===== src/rtl/word_addr_decode_stage.sv =====
// ---------------------------------------------------------------------------
// word_addr_decode_stage
//
// Turns a byte address coming out of EX/MEM into the word index used by the
// word-addressed memories. The address is checked for word alignment when the
// beat is accepted. A misaligned beat is swallowed, its address is recorded and
// a sticky fault blocks intake until the exception unit acknowledges it.
// The stage is one register deep, with a one-entry skid buffer behind it, so
// that it can run at full throughput with a registered in_ready.
//
// Handshake: a beat moves on an interface in a cycle where valid and ready are
// both high at the rising clock edge. A producer holding valid high keeps its
// payload stable until the beat moves. This stage keeps out_* stable while
// out_valid=1 and out_ready=0. in_ready never depends on in_valid in the same
// cycle, because it is a register.
//
// Ports
//   clk            rising-edge clock
//   rst_n          asynchronous active-low reset
//   flush          synchronous flush: drops buffered beats and clears the fault
//   in_valid       upstream beat valid
//   in_ready       stage can accept a beat (registered)
//   in_byte_addr   byte address of the beat
//   in_is_write    access type, carried with the beat
//   out_valid      downstream beat valid
//   out_ready      downstream accepts
//   out_word_addr  in_byte_addr[ADDR_W-1:2] of the beat
//   out_is_write   access type of the beat
//   fault          misalignment fault pending
//   fault_addr     full byte address of the last faulting beat
//   fault_ack      clears a pending fault
//   fault_count    faults since reset, saturating
//   fsm_state      debug view of the control FSM (0 = RUN, 1 = FAULT)
// ---------------------------------------------------------------------------
module word_addr_decode_stage #(
    parameter int ADDR_W = 32,
    parameter int CNT_W  = 8
) (
    input  logic              clk,
    input  logic              rst_n,
    input  logic              flush,
    input  logic              in_valid,
    output logic              in_ready,
    input  logic [ADDR_W-1:0] in_byte_addr,
    input  logic              in_is_write,
    output logic              out_valid,
    input  logic              out_ready,
    output logic [ADDR_W-3:0] out_word_addr,
    output logic              out_is_write,
    output logic              fault,
    output logic [ADDR_W-1:0] fault_addr,
    input  logic              fault_ack,
    output logic [CNT_W-1:0]  fault_count,
    output logic              fsm_state
);

    localparam int WORD_W = ADDR_W - 2;
    localparam logic [CNT_W-1:0] CNT_ONE = CNT_W'(1);
    localparam logic [CNT_W-1:0] CNT_MAX = '1;

    typedef enum logic {
        RUN   = 1'b0,
        FAULT = 1'b1
    } state_t;

    state_t state_q, state_d;

    logic              in_ready_q, in_ready_d;
    logic              out_valid_q, out_valid_d;
    logic [WORD_W-1:0] out_word_q, out_word_d;
    logic              out_wr_q, out_wr_d;
    logic              skid_valid_q, skid_valid_d;
    logic [WORD_W-1:0] skid_word_q, skid_word_d;
    logic              skid_wr_q, skid_wr_d;
    logic [ADDR_W-1:0] fault_addr_q;
    logic [CNT_W-1:0]  fault_count_q;

    logic accept;
    logic misaligned;
    logic take_good;
    logic take_bad;
    logic out_free;

    // A beat offered during a flush is dropped, so flush gates acceptance.
    assign accept     = in_valid && in_ready_q && !flush;
    assign misaligned = (in_byte_addr[1:0] != 2'b00);
    assign take_good  = accept && !misaligned;
    assign take_bad   = accept && misaligned;
    // The output register can be loaded when it is empty or retiring this cycle.
    assign out_free   = !out_valid_q || out_ready;

    always_comb begin
        state_d      = state_q;
        out_valid_d  = out_valid_q;
        out_word_d   = out_word_q;
        out_wr_d     = out_wr_q;
        skid_valid_d = skid_valid_q;
        skid_word_d  = skid_word_q;
        skid_wr_d    = skid_wr_q;

        if (flush) begin
            state_d      = RUN;
            out_valid_d  = 1'b0;
            skid_valid_d = 1'b0;
        end else begin
            case (state_q)
                RUN:     if (take_bad)  state_d = FAULT;
                FAULT:   if (fault_ack) state_d = RUN;
                default: state_d = RUN;
            endcase

            // in_ready_q=1 guarantees the skid is empty, so an accepted beat
            // and a skid drain never compete for the output register.
            if (out_free) begin
                if (skid_valid_q) begin
                    out_valid_d  = 1'b1;
                    out_word_d   = skid_word_q;
                    out_wr_d     = skid_wr_q;
                    skid_valid_d = 1'b0;
                end else if (take_good) begin
                    out_valid_d = 1'b1;
                    out_word_d  = in_byte_addr[ADDR_W-1:2];
                    out_wr_d    = in_is_write;
                end else begin
                    out_valid_d = 1'b0;
                end
            end else if (take_good) begin
                skid_valid_d = 1'b1;
                skid_word_d  = in_byte_addr[ADDR_W-1:2];
                skid_wr_d    = in_is_write;
            end
        end

        // Registered ready: look at where state and skid are heading.
        in_ready_d = (state_d == RUN) && !skid_valid_d;
    end

    always_ff @(posedge clk or negedge rst_n) begin
        if (!rst_n) begin
            state_q      <= RUN;
            in_ready_q   <= 1'b0;
            out_valid_q  <= 1'b0;
            out_word_q   <= '0;
            out_wr_q     <= 1'b0;
            skid_valid_q <= 1'b0;
            skid_word_q  <= '0;
            skid_wr_q    <= 1'b0;
        end else begin
            state_q      <= state_d;
            in_ready_q   <= in_ready_d;
            out_valid_q  <= out_valid_d;
            out_word_q   <= out_word_d;
            out_wr_q     <= out_wr_d;
            skid_valid_q <= skid_valid_d;
            skid_word_q  <= skid_word_d;
            skid_wr_q    <= skid_wr_d;
        end
    end

    // Fault record survives flush; only reset clears it.
    always_ff @(posedge clk or negedge rst_n) begin
        if (!rst_n) begin
            fault_addr_q  <= '0;
            fault_count_q <= '0;
        end else if (take_bad) begin
            fault_addr_q <= in_byte_addr;
            if (fault_count_q != CNT_MAX) begin
                fault_count_q <= fault_count_q + CNT_ONE;
            end
        end
    end

    assign in_ready      = in_ready_q;
    assign out_valid     = out_valid_q;
    assign out_word_addr = out_word_q;
    assign out_is_write  = out_wr_q;
    assign fault         = (state_q == FAULT);
    assign fault_addr    = fault_addr_q;
    assign fault_count   = fault_count_q;
    assign fsm_state     = (state_q == FAULT);

endmodule


===== config.mk =====
export PLATFORM = sky130hd
export DESIGN_NAME = word_addr_decode_stage
export DESIGN_NICKNAME = d
export VERILOG_FILES = /design/src/rtl/word_addr_decode_stage.sv
export SDC_FILE = /design/constraint.sdc
export NUM_CORES = 1
export LEC_CHECK = 0
export BUFFER_PORTS_ARGS = -buffer_cell sky130_fd_sc_hd__buf_4
export CAP_MARGIN = 25
export CORE_UTILIZATION = 45
export DETAILED_ROUTE_END_ITERATION = 12
export HOLD_SLACK_MARGIN = 0.03
export MAX_ROUTING_LAYER = met4
export PLACE_DENSITY = 0.69
export SETUP_SLACK_MARGIN = 0.15
export SKIP_CTS_REPAIR_TIMING = 1
export SLEW_MARGIN = 15
export SYNTH_ARGS = -nofsm -noshare
export SYNTH_HDL_FRONTEND = slang
export SYNTH_SLANG_ARGS = --single-unit

===== constraint.sdc =====
create_clock -name clk -period 2.2 [get_ports clk]
set_clock_uncertainty 0.05 [all_clocks]
set_input_delay 0.22 -clock clk [delete_from_list [all_inputs] [get_ports clk]]
set_output_delay 0.22 -clock clk [all_outputs]
set_load 0.03 [all_outputs]

==> Word-level counts from Yosys, hierarchy flattened <==
Cells that the tools add are included.
{ "totals": {"in_bits": 39, "word_cells": 47, "ff_bits": 106, "output_inout_bits": 75} }
{ "classes": {"bitwise": 4, "reduce_logical": 16, "mux": 15, "n_addsub": 1, "n_eq_ne": 1} }
{ "ops": {"columns": ["operator", "count"], "rows": [
  ["$mux W30", 2],
  ["$mux W1", 12],
  ["$add A8 B1 Y8 const B", 1],
  ["$ne A8 B8 Y1 const B", 1],
  ["$reduce_and A3 Y1", 2],
  ["$reduce_bool A2 Y1", 3],
  ["$logic_and A1 B1 Y1", 5],
  ["$logic_not A1 Y1", 4],
  ["$not A1 Y1", 4],
  ["$pmux W1 S2", 1],
  ["$reduce_and A2 Y1", 1],
  ["$logic_or A1 B1 Y1", 1]
]} }

==> Logic depth before layout (Yosys ltp) <==
Gate-level depths: netlist of run 1.
{ "logic_depth": {"depth_word": 8, "mapped_depth": 6, "mapped_depth_nobuf": 5} }

==> Worst setup path after synthesis of run 1 <==
Ideal clock, no wire load.
{ "synth_path": {"path_kind": "register to register", "from": "reg in_ready_q, in the netlist in_ready", "to": "reg skid_word_q[0]", "path_slack_ns": 0.358, "t_required_ns": 2.025, "period_less_slack_ns": 1.842, "n_path_buf": 3, "arrival_ns": 1.667, "path_stages_with_launch": 7, "setup_ns": 0.125, "path_cell_list": "dfrtp_1 nand4bb_1 clkbuf_1 or3_1 buf_2 buf_6 mux2_4"} }
{ "synth_via": {"elab_chain_len": 4} }
{ "synth_lines": {"columns": ["element", "line", "text"], "rows": [
  ["start: declaration", "68", "logic in_ready_q, in_ready_d;"],
  ["start signal: assignment", "150", "in_ready_q <= in_ready_d;"],
  ["$logic_and A1 B1 Y1 (2 in a row)", "85", "assign accept = in_valid && in_ready_q && !flush;"],
  ["$logic_and A1 B1 Y1", "87", "assign take_good = accept && !misaligned;"],
  ["$reduce_and A3 Y1 (no line)", null, null],
  ["end signal: assignment", "155", "skid_word_q <= skid_word_d;"],
  ["end: declaration", "73", "logic [WORD_W-1:0] skid_word_q, skid_word_d;"]
]} }
Every way passes these cells.
A chain may end at the register's enable or synchronous reset.

==> Worst setup path in the final report of run 1 <==
{ "layout_path": {"from": "in flush", "to": "reg fault_count_q[6], in the netlist fault_count[6]"} }
{ "layout_via": {"elab_chain_len": 4} }
{ "layout_lines": {"columns": ["element", "line", "text"], "rows": [
  ["start: declaration", "41", "input logic flush,"],
  ["$logic_not A1 Y1", "85", null],
  ["$logic_and A1 B1 Y1", "85", null],
  ["$logic_and A1 B1 Y1", "88", "assign take_bad = accept && misaligned;"],
  ["$reduce_and A2 Y1 (no line)", null, null],
  ["end signal: assignment", "168", "fault_count_q <= fault_count_q + CNT_ONE;"],
  ["end: declaration", "76", "logic [CNT_W-1:0] fault_count_q;"]
]} }
Every way passes these cells.

==> results of run 1 <==
-- state kept, by name (all words and copies together) (netlist names), 8 cells and up --
name           count
skid_word_q       30
fault_addr        32
fault_count        8
out_word_addr     30
-- how the worst min path moves through the flow --
stage | start | cells after the start | slack (ns) | to
floorplan | rst_n | 0 | -0.13 | fault
global placement | rst_n | 1 | 0.19 | fault_count[5]
detailed placement | rst_n | 1 | 0.20 | fault_count[5]
CTS | rst_n | 1 | -0.21 | fault_count[5]
global route | in_byte_addr[29] | 2 | 0.03 | fault_addr[29]
finish | in_byte_addr[18] | 2 | 0.05 | skid_word_q[16]
-- layout make-up --
class                           instances  area [um2]  share of cell area, %
Multi-Input combinational cell        205        1772                  30.11
Timing Repair Buffer                  137        1086                  18.46
Clock buffer                            9       123.9                  2.105
Tap cell                              133       166.4                  2.829
Clock inverter                          7       75.07                  1.276
Inverter                                2       7.507                 0.1276
Sequential cell                       106        2653                  45.09
-- worst max-delay path, cell delays in order --
cell and delay [ns]:
dlygate4sd3_1 0.55, buf_4 0.18, and3b_1 0.32, o21ai_4 0.21
or3_1 0.40, mux2_1 0.31
-- synthesized netlist by cell type --
cell	n
a21o_1	1
a21oi_1	2
a22oi_1	62
and3_1	1
and3b_1	1
buf_2	7
buf_4	1
buf_6	3
clkbuf_1	14
dfrtp_1	106
ha_1	1
inv_1	2
mux2_1	2
mux2_2	33
mux2_4	30
nand2_1	11
nand2b_1	3
nand3_1	3
nand4_1	3
nand4bb_1	1
nor2_1	4
nor2b_1	1
nor3_1	5
nor3b_1	1
o21ai_0	23
o21ai_1	10
o221a_2	1
or3_1	2
xnor2_1	3
xor2_1	1
-- layer usage --
| metal | part of all wire [%] | global-route usage (%) |
|---|---|---|
| met5 | 0 | - |
| met4 | 0.61 | 6.484 |
| met3 | 4.0 | 3.625 |
| met2 | 50 | 33.45 |
| met1 | 45 | 29.72 |
-- cells in the final DEF (no fill, tap or decap), types with 2 or more instances in the layout --
cell type      instances
nor2_1                 4
a21oi_1                2
clkbuf_8               9
mux2_1                 2
inv_6                  3
clkinv_2               2
mux2_4                30
xnor2_1                3
nand3_1                3
mux2_2                33
dlygate4sd3_1         13
nand4_1                3
a22oi_1               62
dfrtp_1              106
nor3_1                 4
nand2_1               11
buf_4                122
nand2b_1               3
buf_12                 2
inv_1                  2
o21ai_0               23
o21ai_1                9
-- kinds of logic (layout without fill, tap and decap cells) --
logic type	Yosys count	after routing	synth area share (%)
xor gates and xnor gates	4	4	0.7740
AOI/OAI and AO/OA	99	99	14.57
adders and majority gates	1	1	0.2764
DFF	106	106	58.60
muxes	65	65	18.66
and+or+nand+nor	36	36	4.118
buffers and inverters	27	155	3.013
-- stage by stage --
step	hold WS (ns)	util [%]	worst slack, ns	instances
2_1_floorplan	-0.1256	-	0.3581	338
3_3_place_gp	0.1887	56.76	0.2470	570
3_5_place_dp	0.2010	56.76	0.1189	570
4_1_cts	-0.2120	58.79	0.09694	586
5_1_grt	0.03100	60.19	0.1508	599
6_report	0.04729	60.19	0.2278	599
-- power by group --
part           internal (mW)  leakage, nW  total (mW)  switching, mW
clock network          0.538        0.104        1.23          0.691
logic                  0.605         1.40        1.38          0.771
registers               2.20         1.25        2.39          0.199
==> key figures, run 1 <==
Setup path
  • Critical path arrival: 2.19 ns
  • Critical Path Sink: fault_count[6]
  • Startpoint Class: input port
  • CP Capture Type: flip-flop
  • Worst reg2reg path endpoint: out_word_addr[20]
  • CP Class: in2reg
  • Crit path from: flush
  • Worst reg2reg startpoint: out_valid
  • Worst path required time: 2.41 ns
  • Cells on worst reg2reg path: 5
  • Largest fanout on the critical path: 18
  • Worst R2R Setup Slack: 0.29 ns

Die
  • Die Wd: 102.3 um
  • Placeable Area: 9774 um2
  • Cell Rows: 36
  • I/O pins: 114
  • Die Y: 102.3 um
  • Die area: 10460 um2
  • Effective utilization at floorplan: 46.31%

Synth
  • Synth warn: 0
  • Seq/Total Area, Yosys: 58.60%
  • Synth unique cells: 30
  • Post-synthesis net count: 378
  • Synth Area per Inst: 13.39 um2
  • Post-synth top area share: 58.60%
  • Post-synthesis cell count: 338
  • Cell Area, Synth: 4527 um2
  • Top area cells in the synthesized netlist: dfrtp_1, a22oi_1, mux2_4
  • #FFs+latches synth: 106
  • Yosys top cell by area: dfrtp_1

GRT
  • Gr ovfl total: 0
  • Global-route wire length before repair: 16.82 mm
  • Initial antenna violation count: 0
  • Largest net degree at the start of global routing: 45
  • Vias in the first global route: 3211
  • GRT Total Usage: 21.76%

Route
  • First-pass DRT Iterations: 4
  • Drt wl/cell: 17.60 um
  • DRT Wirelength: 10.54 mm
  • Post-route ant nets: 0
  • DR vias/cell: 5.482
  • Residual DRC: 0
  • Routed vias: 3284
  • Iter 0 DRT Violations: 128

STA
  • Final worst-path cycle share: 89.64%
  • Slew headroom: 55.81%
  • Least-Margin Pin Slew: 0.6622 ns
  • Setup_tns: 0 ns
  • Min cycle time layout: 1.972 ns
  • RSZ-0062 raised after global routing: no
  • Endpoints failing setup: 0
  • Highest clock rate: 507.1 MHz
  • Final hold viol count: 0
  • Final Max Slew Viols: 0

Finish
  • Area growth from synthesis to layout: 29.96%
  • Layout cells sized above 1: 44.85%
  • Layout Nets: 501
  • Fill cells: 798
  • Final instance area: 5883 um2
  • Ant diodes: 0

Power and ir drop
  • Overall power: 5.000 mW
  • PwrDens: 849.9 nW/um2
  • LEAKAGE: 2.754 nW
  • Max IR drop VDD: 0.0004254 V

Clock tree
  • Clk root buf: clkbuf_8
  • CTS tree: yes
  • Clk_lat worst skew: 0.37 ns
  • CTS buffer count: 9
  • CTS HTree Levels: 3
  • Clock sink count: 106
  • Clock Tree Buf Depth: 2
  • Clock-pin slew on the worst setup and hold paths: 0.11 ns

Outcome
  • Outcome: finished clean

Min path
  • HP Class: in2reg

Placed design
  • DPL Wire Length: 6.901 mm
  • Port Buffers: 113
  • Placed Area: 5548 um2
  • Final Wtd Congestion: 0.7354

Flow run
  • Max cap viols: 0
(Power assumes the default switching activity.)
==> run 2: changes to the inputs <==
Settings changed: CELL_PAD_IN_SITES_DETAIL_PLACEMENT set to 0, CELL_PAD_IN_SITES_GLOBAL_PLACEMENT set to 1, CORE_UTILIZATION 45 to 42, PLACE_DENSITY 0.69 to not set, PLACE_DENSITY_LB_ADDON set to 0.1, TNS_END_PERCENT set to 10.
==> run 2 against run 1 <==
Net effect: hold slack lost 0.012 ns; combinational power is essentially flat; maximum frequency grew 5.8%; sequential power is essentially flat; global-route usage shrank 1.5 points; non-clock buffer count shrank 7; critical path depth shrank 2; design area shrank 1.1%; via count shrank 0.30%; count of clock-buffer cells in the layout grew 1; critical endpoint is now fault_addr[17].
==> key figures, run 2 (synthesized netlist as in run 1, its figures left out) <==
Setup path
  • Cells on worst reg2reg path: 4 (was 5)
  • Worst reg2reg path endpoint: fault_addr[17] (was out_word_addr[20])
  • Critical path arrival: 2.06 ns (was 2.19 ns)
  • Worst reg2reg startpoint: in_ready (was out_valid)
  • Largest fanout on the critical path: 18 (unchanged)
  • Startpoint Class: flip-flop (was input port)
  • CP Class: reg2reg (was in2reg)
  • CP Capture Type: flip-flop (unchanged)
  • Worst path required time: 2.39 ns (was 2.41 ns)
  • Worst R2R Setup Slack: 0.34 ns (was 0.29 ns)

GRT
  • Gr ovfl total: 0 (unchanged)
  • Vias in the first global route: 3228 (was 3211)
  • Largest net degree at the start of global routing: 40 (was 45)
  • Initial antenna violation count: 0 (unchanged)
  • Global-route wire length before repair: 17.28 mm (was 16.82 mm)
  • GRT Total Usage: 20.28% (was 21.76%)

Finish
  • Final instance area: 5818 um2 (was 5883 um2)
  • Layout cells sized above 1: 46.19% (was 44.85%)
  • Ant diodes: 0 (unchanged)
  • Area growth from synthesis to layout: 28.52% (was 29.96%)
  • Layout Nets: 494 (was 501)
  • Max reg flops: 32 (unchanged)
  • Most frequent cells in the layout: buf_4, dfrtp_1, a22oi_1 (unchanged)
  • Final Non-Filler Cells: 595 (was 599)
  • Commonest non-fill, non-tap cell in the layout: buf_4 (unchanged)

Min path
  • Hold endpoint: out_valid (was skid_word_q[16])
  • Hold depth: 2 (unchanged)
  • HP Class: in2reg (unchanged)
  • HP Start: flush (was in_byte_addr[18])

Placed design
  • Port Buffers: 113 (unchanged)
  • DPL Wire Length: 6.854 mm (was 6.901 mm)
  • Placed Instances: 576 (was 570)
  • Final Wtd Congestion: 0.7175 (was 0.7354)
  • Placed Area: 5562 um2 (was 5548 um2)

Die
  • Die Y: 105.8 um (was 102.3 um)
  • Placeable Area: 10370 um2 (was 9774 um2)
  • Die Wd: 105.8 um (was 102.3 um)
  • Effective utilization at floorplan: 43.65% (was 46.31%)
  • Die area: 11200 um2 (was 10460 um2)
  • Cell Rows: 37 (was 36)
  • I/O pins: 114 (unchanged)

STA
  • Final Max Slew Viols: 0 (unchanged)
  • Final hold viol count: 0 (unchanged)
  • Setup_tns: 0 ns (unchanged)
  • Least-Margin Pin Slew: 0.6297 ns (was 0.6622 ns)
  • Endpoints failing setup: 0 (unchanged)
  • Highest clock rate: 536.4 MHz (was 507.1 MHz)
  • Slew headroom: 57.86% (was 55.81%)
  • Min cycle time layout: 1.864 ns (was 1.972 ns)
  • RSZ-0062 raised after global routing: no (unchanged)
  • Final worst-path cycle share: 84.74% (was 89.64%)

Clock tree
  • Clk_lat worst skew: 0.37 ns (about the same)
  • CTS tree: yes (unchanged)
  • Clock-pin slew on the worst setup and hold paths: 0.11 ns (about the same)
  • CTS HTree Levels: 3 (unchanged)
  • Clock sink count: 106 (unchanged)
  • CTS buffer count: 9 (unchanged)
  • Clk root buf: clkbuf_8 (unchanged)
  • Clock Tree Buf Depth: 2 (unchanged)

Outcome
  • Outcome: finished clean (unchanged)

Route
  • First-pass DRT Iterations: 4 (unchanged)
  • Routed vias: 3274 (was 3284)
  • DR vias/cell: 5.503 (was 5.482)
  • Residual DRC: 0 (unchanged)
  • DRT Wirelength: 10.54 mm (about the same)
  • Drt wl/cell: 17.71 um (was 17.60 um)
  • Iter 0 DRT Violations: 162 (was 128)
  • Post-route ant nets: 0 (unchanged)

Power and ir drop
  • Max IR drop VDD: 0.0005612 V (was 0.0004254 V)
  • LEAKAGE: 2.734 nW (was 2.754 nW)
  • PwrDens: 877.8 nW/um2 (was 849.9 nW/um2)

Flow run
  • Max cap viols: 0 (unchanged)
-- run 2: changes by cell type in the layout (fill, tap and decap cells not counted), moves of 2 or more --
cell and delta:
dlygate4sd3_1 -11, clkinv_2 -2, buf_4 +4, inv_6 -2
-- run 2: layout make-up --
cell class / instances / area [um2]
timing repair buffer: 130 / 997.2
clock inverter: 6 / 97.59
inverter: 2 / 7.507
multi-input combinational: 205 / 1765
tap: 136 / 170.2
clock buffer: 10 / 127.6
fill: 922 / 4552
sequential: 106 / 2653
-- run 2: worst max-delay path, stage by stage, from the launching register on --
cell	delay [ns]
dfrtp_1	0.43
and3b_1	0.26
o21ai_4	0.26
buf_4	0.38
mux2_2	0.37
-- run 2: metrics by stage --
step                      util, %  total power [mW]  worst slack (ns)  hold slack [ns]
after global routing        56.11             5.336            0.1882          0.03081
final                       56.11             5.107            0.3357          0.03513
after floorplan                 -             3.211            0.3581          -0.1256
after global placement      53.63             3.767            0.1565           0.1703
after CTS                   55.80             5.163           0.02955          -0.2343
after detailed placement    53.63             3.797           0.04971           0.1708
-- run 2: worst max path at each step --
stage                         start           endpoint  slack, ns  cells past startpoint
after global routing       in_ready     fault_addr[19]       0.19                      4
after global placement    out_valid  out_word_addr[14]       0.16                      5
after detailed placement  out_valid       out_is_write       0.05                      5
final                      in_ready     fault_addr[17]       0.34                      4
after CTS                 out_valid  out_word_addr[16]       0.03                      5
after floorplan            in_ready     skid_word_q[0]       0.36                      6
-- run 2: metal layers --
metal | global-route usage [%] | share of wire, % | vias up
met5 | - | 0 | -
li1 | - | - | 1489
met3 | 2.412 | 5.0 | 11
met2 | 31.42 | 48 | 101
met4 | 5.754 | 1.1 | 0
met1 | 28.26 | 46 | 1673
-- run 2: where the power goes --
part           switching (mW)  leakage, nW  internal, mW  total (mW)
clock                   0.703        0.113         0.659        1.36
combinational           0.766         1.37         0.593        1.36
sequential              0.190         1.25          2.20        2.39
==> run 3: changes to the inputs <==
Clock period 2.2 ns to 1.8 ns, I/O delays scaled along.
==> run 3 against run 2 <==
Net effect: sequential cell count stayed put; sequential share of layout area is 3.2 points lower; die area stayed put; power is 21% higher.
==> key figures, run 3 (synthesized netlist as in run 1, its figures left out) <==
Finish
  • Max reg flops: 32 (unchanged)
  • Area growth from synthesis to layout: 38.28% (was 28.52%)
  • Fill cells: 873 (was 922)
  • Layout Nets: 533 (was 494)
  • Ant diodes: 0 (unchanged)
  • Register area: 2655 um2 (was 2653 um2)
  • Most frequent cells in the layout: buf_4, dfrtp_1, a22oi_1 (unchanged)
  • Layout cells sized above 1: 45.27% (was 46.19%)
  • Area of the multi-input gates: 1788 um2 (was 1765 um2)
  • Commonest non-fill, non-tap cell in the layout: buf_4 (unchanged)

STA
  • Endpoints failing setup: 0 (unchanged)
  • Final Max Slew Viols: 0 (unchanged)
  • Min cycle time layout: 1.639 ns (was 1.864 ns)
  • Setup_tns: 0 ns (unchanged)
  • Final worst-path cycle share: 91.06% (was 84.74%)
  • Slew headroom: 65.92% (was 57.86%)
  • Least-Margin Pin Slew: 0.5112 ns (was 0.6297 ns)
  • Min Hold Slack: 0.03369 ns (was 0.03513 ns)
  • RSZ-0062 raised after global routing: yes (was no)
  • Highest clock rate: 610.1 MHz (was 536.4 MHz)
  • Final hold viol count: 0 (unchanged)

Setup path
  • Cells on worst reg2reg path: 4 (unchanged)
  • Crit path cell chain: and3b_2, o21ai_4, buf_4, mux2_2 (was and3b_1, o21ai_4, buf_4, mux2_2)
  • Number of buffers and inverters on the critical path: 1 (unchanged)
  • CP Capture Type: flip-flop (unchanged)
  • Cell count along the critical path: 4 (unchanged)
  • Crit-path max cell delay: 0.45 ns (was 0.43 ns)
  • Critical path arrival: 1.83 ns (was 2.06 ns)
  • Worst reg2reg startpoint: in_ready (unchanged)
  • Critical Path Sink: fault_addr[3] (was fault_addr[17])
  • Startpoint Class: flip-flop (unchanged)
  • CP Class: reg2reg (unchanged)
  • Worst path required time: 1.99 ns (was 2.39 ns)
  • Slowest CP cell: dfrtp_2 (was dfrtp_1)
  • Crit path max-delay family: flip-flops (unchanged)
  • Largest fanout on the critical path: 15 (was 18)
  • Crit path from: in_ready (unchanged)
  • Worst R2R Setup Slack: 0.16 ns (was 0.34 ns)
  • Worst reg2reg path endpoint: fault_addr[3] (was fault_addr[17])

Route
  • Drt wl/cell: 17.15 um (was 17.71 um)
  • DR vias/cell: 5.325 (was 5.503)
  • Routed met3 length: 486 um (was 522 um)
  • Routed vias: 3371 (was 3274)
  • Residual DRC: 0 (unchanged)
  • Iter 0 DRT Violations: 166 (was 162)
  • Post-route ant nets: 0 (unchanged)
  • First-pass DRT Iterations: 4 (unchanged)
  • Metal-1 WL: 5.067 mm (was 4.834 mm)
  • DRT Wirelength: 10.86 mm (was 10.54 mm)
  • Uppermost layer routed: met4 (unchanged)
  • Routed wl met2: 5.260 mm (was 5.064 mm)

Clock tree
  • Clk root buf: clkbuf_8 (unchanged)
  • Clock-pin slew on the worst setup and hold paths: 0.09 ns (was 0.11 ns)
  • CTS tree: yes (unchanged)
  • Clock sink count: 106 (unchanged)
  • Clock Tree Buf Depth: 2 (unchanged)
  • CTS HTree Levels: 3 (unchanged)
  • CTS buffer count: 9 (unchanged)
  • Clk_lat worst skew: 0.35 ns (was 0.37 ns)

Placed design
  • Final Wtd Congestion: 0.7296 (was 0.7175)
  • Port Buffers: 113 (unchanged)
  • DPL Wire Length: 6.963 mm (was 6.854 mm)

Die
  • Die area: 11200 um2 (unchanged)
  • Placeable Area: 10370 um2 (unchanged)
  • I/O pins: 114 (unchanged)
  • Die Y: 105.8 um (unchanged)
  • Die Wd: 105.8 um (unchanged)
  • Effective utilization at floorplan: 43.65% (unchanged)
  • Cell Rows: 37 (unchanged)

GRT
  • Largest net degree at the start of global routing: 37 (was 40)
  • Vias in the first global route: 3153 (was 3228)
  • Initial antenna violation count: 0 (unchanged)
  • Global-route wire length before repair: 17.08 mm (was 17.28 mm)
  • GRT Total Usage: 20.09% (was 20.28%)
  • Gr ovfl total: 0 (unchanged)

Outcome
  • Outcome: finished clean (unchanged)

Power and ir drop
  • Max IR drop VDD: 0.0005337 V (was 0.0005612 V)
  • PwrDens: 989.3 nW/um2 (was 877.8 nW/um2)
  • LEAKAGE: 2.920 nW (was 2.734 nW)

Flow run
  • Max cap viols: 0 (unchanged)

Min path
  • HP Class: in2reg (unchanged)
[run 3: changes by cell type in the layout (fill, tap and decap cells not counted), moves of 3 or more]
cell           change
o21ai_1            +6
o21ai_0            -6
dlygate4sd3_1     +29
buf_12             +5
buf_6              +3
[run 3: power breakdown]
| part | internal [mW] | total [mW] | switching [mW] |
|---|---|---|---|
| clock network | 0.713 | 1.51 | 0.798 |
| logic | 0.803 | 1.76 | 0.962 |
| registers | 2.69 | 2.92 | 0.230 |
[run 3: worst min path at each step]
stage / from / slack, ns / cells after the start / to
after floorplan: rst_n / -0.17 / 0 / fault
after global placement: rst_n / 0.14 / 1 / fault_count[6]
after detailed placement: rst_n / 0.14 / 1 / fault_count[6]
after CTS: rst_n / -0.26 / 1 / fault_count[6]
after global routing: in_byte_addr[15] / 0.03 / 2 / skid_word_q[13]
final: in_byte_addr[15] / 0.03 / 2 / fault_addr[15]
[run 3: area by class of cell]
cell class              instances  area share, %
well taps                     136          2.718
clock inverters                 4         0.8195
multi-input cells             205          28.56
clock buffers                  11          2.419
repair buffers                169          22.95
inverters                       2         0.1199
flip-flops and latches        106          42.41
[run 3: metrics by stage]
stage          util [%]  cell area, um2  cells  setup WS, ns  power (mW)
6_report          60.36            6260    633        0.1609       6.193
3_5_place_dp      54.49            5650    581       0.05176       4.655
4_1_cts           56.44            5853    596       0.07333       6.170
3_3_place_gp      54.49            5650    581       0.06181       4.619
2_1_floorplan         -            4529    338       0.05294       3.926
5_1_grt           60.36            6260    633       0.06734       6.489
[run 3: metal layers]
metal	up-vias	GRT usage [%]
li1	1560	-
met2	97	30.11
met5	-	-
met1	1712	28.43
met4	0	5.952
met3	2	2.968
